===== src/rtl/npc_car_ctrl_if.sv =====
// Pixel/frame bus between the VGA side and the NPC car controller.
interface npc_car_ctrl_if;
  logic       frame_clk;
  logic [9:0] DrawX;
  logic [9:0] DrawY;
  logic [3:0] player_speed;
  logic       hold;
  logic [9:0] npcX;
  logic [9:0] npcY;
  logic       DrawNPC;
  logic [6:0] npccounter;
  logic       npc_active;
  logic       npc_passed;

  modport master (
    output frame_clk, DrawX, DrawY, player_speed, hold,
    input  npcX, npcY, DrawNPC, npccounter, npc_active, npc_passed
  );

  modport slave (
    input  frame_clk, DrawX, DrawY, player_speed, hold,
    output npcX, npcY, DrawNPC, npccounter, npc_active, npc_passed
  );
endinterface


===== src/rtl/npc_car_ctrl.sv =====
// Opponent car controller: spawns in a pseudo-random lane, moves by relative speed each
// frame, retires past the bottom/top edge and flags pixels inside its sprite box.
module npc_car_ctrl #(
  parameter int          CAR_W      = 40,
  parameter int          CAR_H      = 64,
  parameter int          SCR_H      = 240,
  parameter int          LANE_BASE  = 100,
  parameter int          LANE_PITCH = 48,
  parameter int          NPC_SPEED  = 3,
  parameter int          SPAWN_GAP  = 30,
  parameter logic [15:0] LFSR_SEED  = 16'hACE1
) (
  input  logic         Clk,
  input  logic         Reset,
  npc_car_ctrl_if.slave bus
);

  localparam int GW = (SPAWN_GAP > 1) ? $clog2(SPAWN_GAP) : 1;

  typedef enum logic [2:0] {IDLE, SPAWN, DRIVE, EXIT_BOT, EXIT_TOP} state_t;

  state_t        state;
  logic [2:0]    sync_pipe;
  logic [15:0]   lfsr;
  logic [GW-1:0] gap_cnt;
  logic [10:0]   y_int;
  logic [9:0]    npc_x;
  logic          npc_active;
  logic          npc_passed;

  // rising edge of the second synchronizer flop, delayed copy in sync_pipe[2]
  logic frame_tick;
  assign frame_tick = sync_pipe[1] & ~sync_pipe[2];

  logic        step;
  assign step = frame_tick & ~bus.hold;

  logic [15:0] lfsr_next;
  assign lfsr_next = {1'b0, lfsr[15:1]} ^ (lfsr[0] ? 16'hB400 : 16'h0000);

  logic [1:0] lane;
  assign lane = (lfsr[1:0] == 2'd3) ? 2'd1 : lfsr[1:0];

  logic signed [5:0]  dy;
  logic signed [11:0] s;
  logic               exit_bot, exit_top;
  assign dy       = $signed({2'b00, bus.player_speed}) - $signed(6'(NPC_SPEED));
  assign s        = $signed({1'b0, y_int}) + $signed({{6{dy[5]}}, dy});
  assign exit_bot = s >= $signed(12'(SCR_H + CAR_H));
  assign exit_top = s[11];

  always_ff @(posedge Clk or posedge Reset) begin
    if (Reset) begin
      state      <= IDLE;
      sync_pipe  <= '0;
      lfsr       <= LFSR_SEED;
      gap_cnt    <= '0;
      y_int      <= '0;
      npc_x      <= 10'(LANE_BASE);
      npc_active <= 1'b0;
      npc_passed <= 1'b0;
    end else begin
      sync_pipe  <= {sync_pipe[1:0], bus.frame_clk};
      lfsr       <= lfsr_next;
      npc_passed <= 1'b0;
      case (state)
        IDLE: if (step) begin
          if (gap_cnt == GW'(SPAWN_GAP - 1)) begin
            gap_cnt <= '0;
            state   <= SPAWN;
          end else begin
            gap_cnt <= gap_cnt + 1'b1;
          end
        end
        SPAWN: begin
          npc_x      <= 10'(LANE_BASE + int'(lane) * LANE_PITCH);
          y_int      <= '0;
          npc_active <= 1'b1;
          state      <= DRIVE;
        end
        DRIVE: if (step) begin
          if (exit_bot) begin
            npc_active <= 1'b0;
            npc_passed <= 1'b1;
            state      <= EXIT_BOT;
          end else if (exit_top) begin
            npc_active <= 1'b0;
            state      <= EXIT_TOP;
          end else begin
            y_int <= s[10:0];
          end
        end
        EXIT_BOT, EXIT_TOP: state <= IDLE;
        default:            state <= IDLE;
      endcase
    end
  end

  // sprite box test in 11 bits so the lower bound cannot wrap near the top edge
  logic [10:0] px, py;
  logic        x_hit, y_hit, draw;
  assign px    = {1'b0, bus.DrawX};
  assign py    = {1'b0, bus.DrawY};
  assign x_hit = (px >= {1'b0, npc_x}) && (px < ({1'b0, npc_x} + 11'(CAR_W)));
  assign y_hit = (py < y_int) && ((py + 11'(CAR_H)) >= y_int);
  assign draw  = (state == DRIVE) && x_hit && y_hit;

  assign bus.DrawNPC    = draw;
  assign bus.npccounter = draw ? 7'(py + 11'(CAR_H) - y_int) : 7'd0;
  assign bus.npcX       = npc_x;
  assign bus.npcY       = 10'(y_int - 11'(CAR_H));
  assign bus.npc_active = npc_active;
  assign bus.npc_passed = npc_passed;

endmodule


===== src/flat_wrapper.sv =====
// flat-port wrapper written by rule: the top's interface ports become plain ports
module npc_car_ctrl_flat 
#(
  parameter int          CAR_W      = 40,
  parameter int          CAR_H      = 64,
  parameter int          SCR_H      = 240,
  parameter int          LANE_BASE  = 100,
  parameter int          LANE_PITCH = 48,
  parameter int          NPC_SPEED  = 3,
  parameter int          SPAWN_GAP  = 30,
  parameter logic [15:0] LFSR_SEED  = 16'hACE1
)
  (Clk, Reset, bus_frame_clk, bus_DrawX, bus_DrawY, bus_player_speed, bus_hold, bus_npcX, bus_npcY, bus_DrawNPC, bus_npccounter, bus_npc_active, bus_npc_passed);
  npc_car_ctrl_if bus_i ();
  input  logic Clk;
  input  logic Reset;
  input wire logic [$bits(bus_i.frame_clk)-1:0] bus_frame_clk;
  input wire logic [$bits(bus_i.DrawX)-1:0] bus_DrawX;
  input wire logic [$bits(bus_i.DrawY)-1:0] bus_DrawY;
  input wire logic [$bits(bus_i.player_speed)-1:0] bus_player_speed;
  input wire logic [$bits(bus_i.hold)-1:0] bus_hold;
  output wire logic [$bits(bus_i.npcX)-1:0] bus_npcX;
  output wire logic [$bits(bus_i.npcY)-1:0] bus_npcY;
  output wire logic [$bits(bus_i.DrawNPC)-1:0] bus_DrawNPC;
  output wire logic [$bits(bus_i.npccounter)-1:0] bus_npccounter;
  output wire logic [$bits(bus_i.npc_active)-1:0] bus_npc_active;
  output wire logic [$bits(bus_i.npc_passed)-1:0] bus_npc_passed;
  assign bus_i.frame_clk = bus_frame_clk;
  assign bus_i.DrawX = bus_DrawX;
  assign bus_i.DrawY = bus_DrawY;
  assign bus_i.player_speed = bus_player_speed;
  assign bus_i.hold = bus_hold;
  assign bus_npcX = bus_i.npcX;
  assign bus_npcY = bus_i.npcY;
  assign bus_DrawNPC = bus_i.DrawNPC;
  assign bus_npccounter = bus_i.npccounter;
  assign bus_npc_active = bus_i.npc_active;
  assign bus_npc_passed = bus_i.npc_passed;
  npc_car_ctrl #(.CAR_W(CAR_W), .CAR_H(CAR_H), .SCR_H(SCR_H), .LANE_BASE(LANE_BASE), .LANE_PITCH(LANE_PITCH), .NPC_SPEED(NPC_SPEED), .SPAWN_GAP(SPAWN_GAP), .LFSR_SEED(LFSR_SEED)) u_core (.Clk(Clk), .Reset(Reset), .bus(bus_i));
endmodule

===== config.mk =====
export PLATFORM = sky130hd
export DESIGN_NAME = npc_car_ctrl_flat
export DESIGN_NICKNAME = d
export VERILOG_FILES = /design/src/rtl/npc_car_ctrl_if.sv /design/src/rtl/npc_car_ctrl.sv /design/src/flat_wrapper.sv
export SDC_FILE = /design/constraint.sdc
export NUM_CORES = 1
export LEC_CHECK = 0
export CAP_MARGIN = 20
export CORE_UTILIZATION = 25
export DETAILED_ROUTE_END_ITERATION = 8
export PLACE_DENSITY = 0.5
export SYNTH_ARGS = -nofsm -noshare
export SYNTH_HDL_FRONTEND = slang
export SYNTH_SLANG_ARGS = --single-unit

===== constraint.sdc =====
create_clock -name Clk -period 3.84 [get_ports Clk]
set_input_delay 0.768 -clock Clk [delete_from_list [all_inputs] [get_ports Clk]]
set_output_delay 0.768 -clock Clk [all_outputs]
set_load 0.01 [all_outputs]

# Word-level counts from Yosys, hierarchy flattened
# Index checks and enable logic that the tools add are counted.
[word_totals]
regBits = 50
latchBits = 0
ramBits = 0
rom_bits = 0
in_bits = 28
output_inout_bits = 30
word_cells = 68
n_memories = 0
[op_classes]
n_addsub = 8
mul = 1
n_div = 0
magnitude_cmp = 5
eq_ne = 10
shifts = 0
n_mux = 21
bitwise = 5
n_reduce_logical = 10
[op_table]
columns = ["cell", "count"]
rows = [
  ["2-to-1 mux 11 bit", 3],
  ["< comparator 10 x 11 -> 1 bit", 2],
  ["case mux 11 bit (2 select lines)", 1],
  ["2-to-1 mux 16 bit", 1],
  ["XOR 15 x 16 -> 16 bit", 1],
  ["2-to-1 mux 3 bit", 5],
  ["adder 12 x 5 -> 12 bit", 1],
  [">= comparator 12 x 10 -> 1 bit, second input constant", 1],
  ["adder 10 x 6 -> 11 bit, second input constant", 1],
  ["adder 10 x 7 -> 11 bit, second input constant", 1],
  [">= comparator 11 bit", 1],
  ["adder 8 x 10 -> 10 bit, first input constant", 1],
  [">= comparator 10 bit", 1],
  ["subtractor 10 x 7 -> 10 bit, second input constant", 1],
  ["case mux 3 bit (3 select lines)", 1],
  ["AND reduction 4 bit", 2],
  ["2-to-1 mux 7 bit", 1],
  ["subtractor 7 bit", 1],
  ["2-to-1 mux 1 bit", 6],
  ["inequality test 2 x 1 -> 1 bit, second input constant", 3],
  ["adder 5 x 1 -> 5 bit, second input constant", 1],
  ["equality test 5 bit, second input constant", 1],
  ["2-to-1 mux 5 bit", 1],
  ["subtractor 4 x 2 -> 5 bit, second input constant", 1],
  ["15 further kinds", 21],
]

# Longest topological paths before layout
[depth]
depth_word = 6
mapped_depth = 13
depth_no_buf = 12

# Least setup slack after synthesis
# No wires, ideal clock.
[synth_path]
path_type = "input to register"
startpoint = "input port bus_player_speed[0]"
endpoint = "register u_core.y_int[6]"
setup_time_ns = 0.127
t_arrival_ns = 4.004
t_required_ns = 3.713
path_slack_ns = -0.292
stages = 12
path_buffers = 1
path_cell_list = "ha_1 > nor3_1 > ha_1 > and2_4 > a221oi_4 > a21oi_1 > or3b_1 > a211oi_2 > o2111ai_2 > nor3_2 > buf_6 > mux2_1"
[synth_between]
elab_chain_len = 6
elab_cells_between_ends = 10
cone_classes = "add/sub: 2; order compare: 1; eq/ne: 2; mux: 4; reduce/logical: 1"
[synth_rtl]
columns = ["item", "line", "source"]
rows = [
  ["start, declared", "flat_wrapper.sv:20", "input wire logic [$bits(bus_i.player_speed)-1:0] bus_player_speed;"],
  ["subtractor 4 x 2 -> 5 bit *", "npc_car_ctrl.sv:47", "assign dy = $signed({2'b00, bus.player_speed}) - $signed(6'(NPC_SPEED));"],
  ["adder 12 x 5 -> 12 bit *", "npc_car_ctrl.sv:48", "assign s = $signed({1'b0, y_int}) + $signed({{6{dy[5]}}, dy});"],
  ["branches (longest 4 deep; another with >= comparator 12 x 10 -> 1 bit)", "-", ""],
  ["end signal, assigned", "npc_car_ctrl.sv:90", "y_int <= s[10:0];"],
  ["end, declared", "npc_car_ctrl.sv:26", "logic [10:0] y_int;"],
]
# Mark *: on every way between the ends. The select of a mux whose other input is x is not followed.
# A chain may end at the register's enable or synchronous reset.

# Worst setup path in the final report
[layout_path]
startpoint = "input port bus_DrawX[4]"
endpoint = "output port bus_npccounter[2]"
[layout_between]
elab_chain_len = 5
elab_cells_between_ends = 6
cone_classes = "order compare: 2; mux: 1; reduce/logical: 3"
[layout_rtl]
columns = ["item", "line", "source"]
rows = [
  ["start, declared", "flat_wrapper.sv:18", "input wire logic [$bits(bus_i.DrawX)-1:0] bus_DrawX;"],
  ["< comparator 10 x 11 -> 1 bit / >= comparator 10 bit (equally long branches)", "npc_car_ctrl.sv:104", "assign x_hit = (px >= {1'b0, npc_x}) && (px < ({1'b0, npc_x} + 11'(CAR_W)));"],
  ["logical AND 1 bit *", "npc_car_ctrl.sv:104", ""],
  ["logical AND 1 bit * (2 in a row)", "npc_car_ctrl.sv:106", "assign draw = (state == DRIVE) && x_hit && y_hit;"],
  ["2-to-1 mux 7 bit *", "npc_car_ctrl.sv:109", "assign bus.npccounter = draw ? 7'(py + 11'(CAR_H) - y_int) : 7'd0;"],
  ["end, declared", "flat_wrapper.sv:25", "output wire logic [$bits(bus_i.npccounter)-1:0] bus_npccounter;"],
]
# Mark *: on every way between the ends. The rest lies on a longest branch, timed or not.

==> impl_metrics.tcl <==
set metrics [dict create \
    status "finished, final reports clean" \
    wl_per_cell_um 12.9 \
    rows 40 \
    dr.pass1.iters 4 \
    cp.arrival_ns 2.98 \
    path_common_cell "o21a_1" \
    combPwrFrac_pct 59.3 \
    pwr-share-clk_pct 16.8 \
    power_uw 2980 \
    p_sw_share_pct 38.0 \
    cpMaxStageDelayCell "a311o_2" \
    viasPerCell 4.43 \
    cts_root_buf "clkbuf_16" \
    crit_chain "dlygate4sd2_1 -> ha_1 -> o21a_1 -> o21a_1 -> o21a_1 -> o21a_1 -> o21ai_1 -> a221o_1 -> a311o_2 -> buf_6 -> nor2_1 -> buf_2" \
    dieArea_um2 13200 \
    min_path_cells 0 \
    die_h_um 115 \
    area_growth_pct 41.3 \
    clock_skew_ns 0.00365 \
    p_int_uw 1850 \
    finalSetupTns_ns 0 \
    reg2reg_depth 11 \
    grt_max_degree 46 \
    drc_errors 0 \
    critPathRequiredTime_ns 3.07 \
    worstSkewPairLatency_ns 0.29 \
    ys_ff_latch 45 \
    synth.distinct_cells 53 \
    final_nets 501 \
    power_density_nw_per_um2 662 \
    grt_pass1_wl_um 12800 \
    crit_path_end_kind "output port" \
    port_buffers 50 \
    synth_flop_cell "dfrtp_1" \
    clkSlewWorstSetupHoldPaths_ns 0.06 \
    drive_above_1_share_pct 24.7 \
    async_flop_share_pct 100 \
    max_freq_mhz 267 \
    syn_area_um2 3190 \
    antenna_found_initial 0 \
    critPathMaxStageDelay_ns 0.43 \
    crit_fanout 6 \
    place.gp.congestion 0.775 \
    grt_pass1_vias 2626 \
    placed_area_um2 4160 \
    startpoint_type "input pin" \
    cts_hold_buffers 0 \
    p_sw_uw 1130 \
    yosysTopAreaCell "dfrtp_1" \
    grt-ovfl-total 0 \
    hpwl_um 6000 \
    num_vias 2648 \
    synthCells 333 \
    dp.cells 584 \
    setup_ws_ns 0.0907 \
    seq_area_um2 1140 \
    drv_slew 0 \
    ioPinCount 58 \
    avgSynthCellArea_um2 9.57 \
    p_leak_uw 0.00212 \
    worst_pin_slew_ns 0.928 \
    clock_path_buffers 2 \
    ir_drop_mv 0.234 \
    synth_top_area_share_pct 27.5 \
    fillCellCount 1290 \
    cts_tree "yes" \
    yosys_warnings 0 \
    seqPwrFrac_pct 23.8 \
    multi_input_area_um2 1990 \
    slew_headroom_pct 38.0 \
    cts.sinks 45 \
    initial_core_util_pct 26.1 \
    yosysSeqAreaShare_pct 35.7 \
    cts_inserted_buffers 5 \
    grt_usage_pct 12.3 \
    fin_area_um2 4500 \
    drtIter0Drc 66 \
    totalWireLength_um 7700 \
    min_path_type "reg -> reg" \
    fin_crit_sh_pct 97.6 \
    drv_cap 0 \
    setup_viol 0 \
    final_cells 598 \
    synth_edf_count 0 \
    hold_viol 0 \
    core-area_um2 12200 \
    h-tree-depth 2 \
    fp.dieW_um 115 \
    diodes 0 \
    period_minus_slack_ns 3.75 \
    ant_nets 0 \
    criticalPathCategory "in -> out" \
    dpl_worst_slack_ns -0.677 \
    synth.area.top_cells "dfrtp_1 27%, ha_1 16%, dfstp_2 8.2%" \
]
## flip-flops by register name (all words and copies together), names as in the netlist
| register | count |
|---|---|
| u_core.bus.npcX | 5 |
| u_core.bus.npc_active | 1 |
| u_core.bus.npc_passed | 1 |
| u_core.gap_cnt | 5 |
| u_core.lfsr | 16 |
| u_core.state | 3 |
| u_core.sync_pipe | 3 |
| u_core.y_int | 11 |
## critical path, delay by kind of cell
family	cells	cell delay [ns]
adders and majority gates	1	0.29
buffers and inverters	3	0.50
AOI/OAI and AO/OA	7	1.34
and+or+nand+nor	1	0.07
## worst paths after layout
check                                 from                  end  slack, ns
max in group asynchronous            Reset   u_core.bus.npcX[8]       2.26
min reg2reg                 u_core.lfsr[4]       u_core.lfsr[3]       0.35
min                         u_core.lfsr[4]       u_core.lfsr[3]       0.35
max reg2reg                u_core.y_int[1]      u_core.y_int[7]       0.83
max                           bus_DrawX[4]    bus_npccounter[2]       0.09
min in group asynchronous            Reset  u_core.sync_pipe[0]       1.00
## layer usage
metal | wire, um | GRT usage [%] | vias up | share of wire [%]
met1 | 3650 | 16.4 | 1250 | 47
met2 | 3700 | 20.4 | 56 | 48
met3 | 303 | 2.32 | 4 | 3.9
met4 | 54 | 2.86 | 0 | 0.70
li1 | - | - | 1338 | -
met5 | 0 | 0 | - | 0
## power groups by stage
stage          clock (uW)  combinational, uW  sequential (uW)
4_1_cts               518               1680              712
3_5_place_dp            0               1650              719
2_1_floorplan           0               1010              679
5_1_grt               542               1970              732
6_report              502               1770              711
3_3_place_gp            0               1620              713
## Yosys cell counts, types with 2 or more instances
cell type	number
a21o_1	8
a21oi_1	21
a311o_1	2
a31oi_1	3
and2_1	2
and3_1	2
and4_1	2
buf_4	11
clkbuf_1	4
conb_1	2
dfrtp_1	35
dfstp_2	10
fa_1	2
ha_1	42
inv_1	29
mux2_1	2
mux2i_1	7
nand2_1	24
nand3_1	6
nand3b_1	3
nand4_1	4
nor2_1	22
nor2b_1	4
nor3_1	6
nor4_1	2
o211ai_1	3
o21a_1	6
o21ai_0	16
o21ai_1	2
o21bai_1	4
or3_1	4
or3b_1	2
xnor2_1	11
xor2_1	11
## cells in the final DEF (no fill, tap or decap), drive strengths merged, types with 3 or more instances in the layout
cell type / n
buf: 56
ha: 42
dfrtp: 35
clkdlybuf4s50: 32
inv: 31
nand2: 24
nor2: 22
a21oi: 21
o21ai: 18
xor2: 11
xnor2: 11
dfstp: 10
a21o: 8
mux2i: 7
nor3: 7
nand3: 6
o21a: 6
clkbuf: 6
conb: 5
clkdlybuf4s15: 5
or3: 4
nand4: 4
nor2b: 4
o21bai: 4
dlygate4sd2: 4
dlymetal6s2s: 4
and2: 4
o211ai: 3
nand3b: 3
a31oi: 3
or3b: 3
## cell type report
cell class | count | area share [%]
Tap cell | 168 | 4.67
Timing Repair Buffer | 102 | 19.6
Clock inverter | 3 | 1.06
Sequential cell | 45 | 25.3
Inverter | 29 | 2.42
Multi-Input combinational cell | 246 | 44.2
Clock buffer | 5 | 2.78
## kinds of logic (layout without fill, tap and decap cells)
group | after synthesis | after routing | share of synthesized area [%]
buf+inv | 45 | 139 | 6.83
fa+ha+maj | 44 | 44 | 17.7
flops | 45 | 45 | 35.7
compound gates | 76 | 76 | 16.1
simple gates | 90 | 90 | 14.4
other cells | 2 | 5 | 0.236
xor+xnor | 22 | 22 | 6.05
mux | 9 | 9 | 2.91
## through the flow
step                hold slack (ns)  util (%)
floorplan                     0.331         -
global placement              0.334      34.0
detailed placement            0.336      34.0
CTS                           0.353      35.5
global route                  0.361      36.9
finish                        0.351      36.9
## timing repair
action | in CTS | in global routing
endpoints found under the setup margin | 15 | 21
resized for setup | 40 | 27
pin swaps | 19 | 20
buffers inserted | 2 | 3
gates cloned | 0 | 0
Note: power is estimated with default switching activity, not from simulation.
